[src/rtl/codec2_pkg.sv]
// Shared definitions for the codec2 fixed-point datapath blocks:
// sign-magnitude Q15.16 constants and the reciprocal arbiter state encoding.
package codec2_pkg;

    localparam int N = 32;
    localparam int Q = 16;

    // 1.0 in sign-magnitude Q15.16.
    localparam logic [N-1:0] ONE = 32'h0001_0000;
    // Largest representable magnitude, used for saturated results.
    localparam logic [N-2:0] SAT_MAG = '1;

    // Watchdog counter width.
    localparam int WD_W = 9;

    typedef enum logic [2:0] {
        ST_IDLE  = 3'd0,
        ST_LATCH = 3'd1,
        ST_WAIT  = 3'd2,
        ST_ABORT = 3'd3,
        ST_RESP  = 3'd4
    } state_e;

endpackage

[src/rtl/recip_arbiter_rr_pick.sv]
// Combinational round-robin priority picker: the first set request bit
// found when searching ptr, ptr+1, ... (mod NREQ) wins.
module rr_pick #(
    parameter int NREQ = 4,
    parameter int IW   = 2
) (
    input  logic [NREQ-1:0] req,
    input  logic [IW-1:0]   ptr,
    output logic [NREQ-1:0] win,
    output logic [IW-1:0]   win_idx,
    output logic            hit
);
    import codec2_pkg::*;

    // Rotating search starting at ptr; the first hit locks the choice.
    always_comb begin
        int k;
        logic [IW-1:0] kk;
        win     = '0;
        win_idx = '0;
        hit     = 1'b0;
        k       = 0;
        kk      = '0;
        for (int i = 0; i < NREQ; i++) begin
            k  = (int'(ptr) + i) % NREQ;
            kk = IW'(k);
            if (!hit && req[kk]) begin
                hit     = 1'b1;
                win[kk] = 1'b1;
                win_idx = kk;
            end
        end
    end

endmodule

[src/rtl/recip_arbiter.sv]
// Shares one reciprocal divider among NREQ requesters. Round-robin grant,
// operand capture, startdiv/donediv sequencing, zero-operand bypass and a
// watchdog that resets the divider when donediv never arrives.
//
// Handshake: req[k] is held high (operand stable) until ack[k] pulses for one
// cycle; result/err are valid in that ack cycle. The divider gets a one-cycle
// div_start with div_in stable, and answers with a one-cycle div_done.
module recip_arbiter #(
    parameter int NREQ    = 4,
    parameter int N       = 32,
    parameter int Q       = 16,
    parameter int TIMEOUT = 511
) (
    input  logic              clk,
    input  logic              rst,
    input  logic [NREQ-1:0]   req,
    input  logic [NREQ*N-1:0] operand,
    output logic [NREQ-1:0]   gnt,
    output logic [NREQ-1:0]   ack,
    output logic [N-1:0]      result,
    output logic              err,
    output logic              busy,
    output logic              div_start,
    output logic [N-1:0]      div_in,
    input  logic [N-1:0]      div_ans,
    input  logic              div_done,
    output logic              div_rst_n
);
    import codec2_pkg::*;

    localparam int IW = (NREQ > 1) ? $clog2(NREQ) : 1;
    localparam logic [WD_W-1:0] WD_LIMIT = WD_W'(TIMEOUT);

    // Q only fixes where the binary point sits; it must leave room for the sign.
    if (Q >= N) begin : g_bad_q
        $error("recip_arbiter: Q must be smaller than N");
    end

    state_e          state_q, state_d;
    logic [IW-1:0]   ptr_q, ptr_d;
    logic [IW-1:0]   win_idx_q, win_idx_d;
    logic [N-1:0]    op_q, op_d;
    logic [WD_W-1:0] wd_q, wd_d;
    logic            abort_n_q, abort_n_d;
    logic            abort_cnt_q, abort_cnt_d;
    logic [NREQ-1:0] gnt_q, gnt_d;
    logic [NREQ-1:0] ack_q, ack_d;
    logic [N-1:0]    result_q, result_d;
    logic            err_q, err_d;
    logic            busy_q, busy_d;
    logic            div_start_q, div_start_d;
    logic [N-1:0]    div_in_q, div_in_d;

    logic [NREQ-1:0] pick_win;
    logic [IW-1:0]   pick_idx;
    logic            pick_hit;

    rr_pick #(.NREQ(NREQ), .IW(IW)) u_pick (
        .req     (req),
        .ptr     (ptr_q),
        .win     (pick_win),
        .win_idx (pick_idx),
        .hit     (pick_hit)
    );

    // Next-state and registered-output logic for the arbitration sequence.
    always_comb begin
        state_d     = state_q;
        ptr_d       = ptr_q;
        win_idx_d   = win_idx_q;
        op_d        = op_q;
        wd_d        = wd_q;
        abort_n_d   = abort_n_q;
        abort_cnt_d = abort_cnt_q;
        gnt_d       = gnt_q;
        result_d    = result_q;
        err_d       = err_q;
        div_start_d = 1'b0;
        div_in_d    = div_in_q;

        case (state_q)
            ST_IDLE: begin
                if (pick_hit) begin
                    op_d      = operand[pick_idx*N +: N];
                    gnt_d     = pick_win;
                    win_idx_d = pick_idx;
                    state_d   = ST_LATCH;
                end
            end
            ST_LATCH: begin
                // A zero magnitude (either sign) would hang the divider's
                // normalisation loop, so it is answered directly.
                if (op_q[N-2:0] == '0) begin
                    result_d = {op_q[N-1], {(N-1){1'b1}}};
                    err_d    = 1'b1;
                    state_d  = ST_RESP;
                end else begin
                    div_in_d    = op_q;
                    div_start_d = 1'b1;
                    wd_d        = '0;
                    state_d     = ST_WAIT;
                end
            end
            ST_WAIT: begin
                if (div_done) begin
                    result_d = div_ans;
                    err_d    = 1'b0;
                    state_d  = ST_RESP;
                end else if (wd_q == WD_LIMIT) begin
                    abort_n_d   = 1'b0;
                    abort_cnt_d = 1'b0;
                    state_d     = ST_ABORT;
                end else begin
                    wd_d = wd_q + 1'b1;
                end
            end
            ST_ABORT: begin
                // Divider reset is held for two full cycles.
                if (abort_cnt_q) begin
                    abort_n_d = 1'b1;
                    result_d  = {op_q[N-1], {(N-1){1'b1}}};
                    err_d     = 1'b1;
                    state_d   = ST_RESP;
                end else begin
                    abort_cnt_d = 1'b1;
                end
            end
            ST_RESP: begin
                gnt_d   = '0;
                ptr_d   = (win_idx_q == IW'(NREQ - 1)) ? '0 : win_idx_q + IW'(1);
                state_d = ST_IDLE;
            end
            default: begin
                state_d = ST_IDLE;
                gnt_d   = '0;
            end
        endcase

        // ack and busy follow the state being entered so they line up with it.
        ack_d  = (state_d == ST_RESP) ? gnt_d : '0;
        busy_d = (state_d != ST_IDLE);
    end

    // State and output registers, cleared asynchronously by rst.
    always_ff @(posedge clk or negedge rst) begin
        if (!rst) begin
            state_q     <= ST_IDLE;
            ptr_q       <= '0;
            win_idx_q   <= '0;
            op_q        <= '0;
            wd_q        <= '0;
            abort_n_q   <= 1'b1;
            abort_cnt_q <= 1'b0;
            gnt_q       <= '0;
            ack_q       <= '0;
            result_q    <= '0;
            err_q       <= 1'b0;
            busy_q      <= 1'b0;
            div_start_q <= 1'b0;
            div_in_q    <= '0;
        end else begin
            state_q     <= state_d;
            ptr_q       <= ptr_d;
            win_idx_q   <= win_idx_d;
            op_q        <= op_d;
            wd_q        <= wd_d;
            abort_n_q   <= abort_n_d;
            abort_cnt_q <= abort_cnt_d;
            gnt_q       <= gnt_d;
            ack_q       <= ack_d;
            result_q    <= result_d;
            err_q       <= err_d;
            busy_q      <= busy_d;
            div_start_q <= div_start_d;
            div_in_q    <= div_in_d;
        end
    end

    assign gnt       = gnt_q;
    assign ack       = ack_q;
    assign result    = result_q;
    assign err       = err_q;
    assign busy      = busy_q;
    assign div_start = div_start_q;
    assign div_in    = div_in_q;
    // Both terms are flop outputs or the reset pin, so the AND cannot glitch.
    assign div_rst_n = rst & abort_n_q;

endmodule

[config.mk]
export PLATFORM = sky130hd
export DESIGN_NAME = recip_arbiter
export DESIGN_NICKNAME = d
export VERILOG_FILES = /design/src/rtl/codec2_pkg.sv /design/src/rtl/recip_arbiter_rr_pick.sv /design/src/rtl/recip_arbiter.sv
export SDC_FILE = /design/constraint.sdc
export NUM_CORES = 1
export LEC_CHECK = 0
export CAP_MARGIN = 20
export CORE_MARGIN = 2
export CORE_UTILIZATION = 40
export DETAILED_ROUTE_END_ITERATION = 16
export GPL_TIMING_DRIVEN = 0
export PLACE_DENSITY = 0.73
export SETUP_SLACK_MARGIN = 0.4
export SLEW_MARGIN = 20
export SYNTH_ARGS = -nofsm -noshare
export SYNTH_HDL_FRONTEND = slang
export SYNTH_SLANG_ARGS = --single-unit
[constraint.sdc]
create_clock -name clk -period 3.74 [get_ports clk]
set_input_delay 0.748 -clock clk [delete_from_list [all_inputs] [get_ports clk]]
set_output_delay 0.748 -clock clk [all_outputs]
set_load 0.05 [all_outputs]
==> results.txt <==
final slew viol count - 0
PortBufs - 242
crit path max fanout - 10
first drt pass iteration count - 4
max_cap viols - 0
via count - 5419
syn avg cell area - 11.98 sq um
Mapped Nets - 724
Metal-1 WL - 8.056 mm
Max transition margin - 37.69%
Overall Power - 0.009982 W
Nets - 993
post-DR vias/cell - 5.186
net switching power - 0.004559 W
clk slew on worst S/H paths - 0.06 ns
sequential group share of total power - 24.1%
R2R depth - 11
startpoint types - flip-flop
Post-Syn Area - 6553 sq um
critical path type - flip-flop to flip-flop
EDFF count, synth - 0
clock skew - 0.006196 ns
layout cells sized above 1 - 21.11%
Gate Count Post-Synth - 547
setup tns final - 0 ns
Routed WL per cell - 18.27 um
GRT Overall Usage - 22.26%
Final HPWL DP - 14.38 mm
predominant post-synthesis flop cell - dfrtp_1
final hold violations - 0
initial core utilization - 41.10%
DR top layer - met4
Cell Int Power - 0.005424 W
H-tree depth - 4
DR DRC count - 0
status - finished, final reports clean
CTS tree - done
#FFs+latches synth - 125
total congestion overflow - 0
cts hold-fix bufs - 0
TritonCTS buffer count - 17
Clock power frac - 15.4%
WP data required - 4.03 ns
I/O pins - 243
Peak supply drop - 0.0004141 V
Logic pwr share - 60.5%
Reg2Reg Setup Slack - 0.57 ns
area delta synth->final - 52.89%
Final ANT Viol Nets - 0
clock root cell - clkbuf_16
met3 WL post-DR - 1.296 mm
RR Startpoint - ptr_q[1]
Worst Max-Slew Pin Slew - 0.9276 ns
# diodes - 0
period utilization - 84.76%
ys async rst share - 100.0%
count leader, synth - dfrtp_1
YS warnings - 0
share of the yosys chip area belonging to registers - 47.76%
largest cells by area after synthesis - dfrtp_1, mux2_2, mux2i_1
fill count - 1269
vias in the first global route - 5809
core footprint - 15940 sq um
clock buffer depth - 2
Rows - 46
initial antenna violation count - 0
die area - 17420 sq um
Post-synth top cells - dfrtp_1, mux2i_1, mux2_2, nand2_1, nand2b_1
die extent in y - 132.0 um
CP Data Arrival Time - 3.46 ns
Final min period - 3.170 ns
first-pass GRT wire length - 30.62 mm
RSZ-0062 raised after global routing - no
gpl congestion - 0.8809
# setup viols final - 0
DRT iter0 DRCs - 256
Hold Crit Class - input port to asynchronous set/reset pin
Die X - 132.0 um
Clock Latency Late Sink - 0.42 ns
Leak - 4.122 nW
switching share of power - 45.67%
area leader, netlist - dfrtp_1
Power Density - 996.4 nW/um^2
Yosys cell types - 46
number of clock sinks - 125
Reg2Reg Capture Point - op_q[21]
Post-Route WL - 19.09 mm
Peak Freq - 0.3154 GHz
CP Capture Type - flip-flop
largest net degree at the start of global routing - 69
Yosys top cell area share - 47.36%
Met2 Routed Length - 9.341 mm
[cell usage in the layout (no fill, tap or decap), types with 11 or more instances in the layout]
cell type and n:
nand2_1 47, clkbuf_16 17, dfrtp_1 124, buf_6 11, clkdlybuf4s50_1 241, nand2b_1 36
o221ai_2 29, mux2i_1 65, nor2_1 21, mux2_2 65
[timing repair]
item | CTS | global route
cloned | 0 | 1
buffers inserted | 2 | 4
setup endpoints to repair | 35 | 35
resized for setup | 23 | 15
[power by group through the flow]
stage | registers (W) | clock network, W | logic (W)
2_1_floorplan | 0.00365 | 0 | 0.00271
3_3_place_gp | 0.00240 | 0 | 0.00565
3_5_place_dp | 0.00243 | 0 | 0.00577
4_1_cts | 0.00241 | 0.00156 | 0.00592
5_1_grt | 0.00249 | 0.00163 | 0.00643
6_report | 0.00241 | 0.00153 | 0.00604
[flip-flops by register name, summed over array words and instances, names as in the netlist]
name         cells
gnt              4
op_q            32
ack              4
err              1
wd_q             9
state_q          3
div_in          32
ptr_q            2
result          32
busy             1
div_start        1
win_idx_q        2
abort_n_q        1
abort_cnt_q      1
[cell families after synthesis]
logic type	after synthesis	synth area share [%]
AOI/OAI and AO/OA	74	11.29
xor gates and xnor gates	4	0.5346
DFF	125	47.76
muxes	140	23.45
buffers and inverters	43	3.265
and+or+nand+nor	151	11.80
adders and majority gates	10	1.909
[layer usage]
layer / vias up / GRT usage [%]
met1: 2627 / 27.49
met2: 214 / 37.91
li1: 2549 / -
met3: 29 / 6.075
met4: 0 / 7.065
met5: - / 0
[worst max-delay path, cell delays in order (launching register included)]
cell and delay [ns]:
dfrtp_1 0.46, clkbuf_4 0.26, inv_1 0.10, ha_1 0.29, clkbuf_4 0.19, mux4_2 0.33
or3_4 0.43, or3_4 0.40, nand3b_1 0.15, buf_12 0.13, buf_2 0.20, o221ai_2 0.11
[layout make-up]
class                      instances  area [sq um]  share of cell area [%]
buffer                            33         245.2                   2.448
clock buffer                      18         439.2                   4.384
clock inverter                    14         118.9                   1.186
inverter                          10         37.54                  0.3747
multi-input combinational        379          3264                   32.58
sequential                       125          3129                   31.24
tap                              216         270.3                   2.698
timing repair buffer             250          2514                   25.09
[how the worst max path moves through the flow]
stage	start	to	slack [ns]	cells past startpoint
after floorplan	ptr_q[0]	op_q[0]	0.56	11
after global placement	rst	div_rst_n	-3.52	3
after detailed placement	ptr_q[0]	op_q[2]	-0.23	12
after CTS	ptr_q[0]	op_q[2]	0.44	13
after global routing	ptr_q[1]	op_q[20]	0.41	11
final	ptr_q[1]	op_q[21]	0.57	11
[metrics by stage]
stage               utilization, %  hold slack, ns  std cells  instance area (sq um)  worst slack (ns)
CTS                          62.14          0.3530       1040                   9907            0.4449
floorplan                        -          0.4501        547                   6554            0.5555
finish                       62.84          0.3270       1045                  10020            0.5699
global route                 62.84          0.3759       1045                  10020            0.4130
global placement             58.00          0.4654       1005                   9246            -3.517
detailed placement           58.18          0.4719       1006                   9275           -0.2341
No activity file was read; power rests on OpenSTA's default activity.
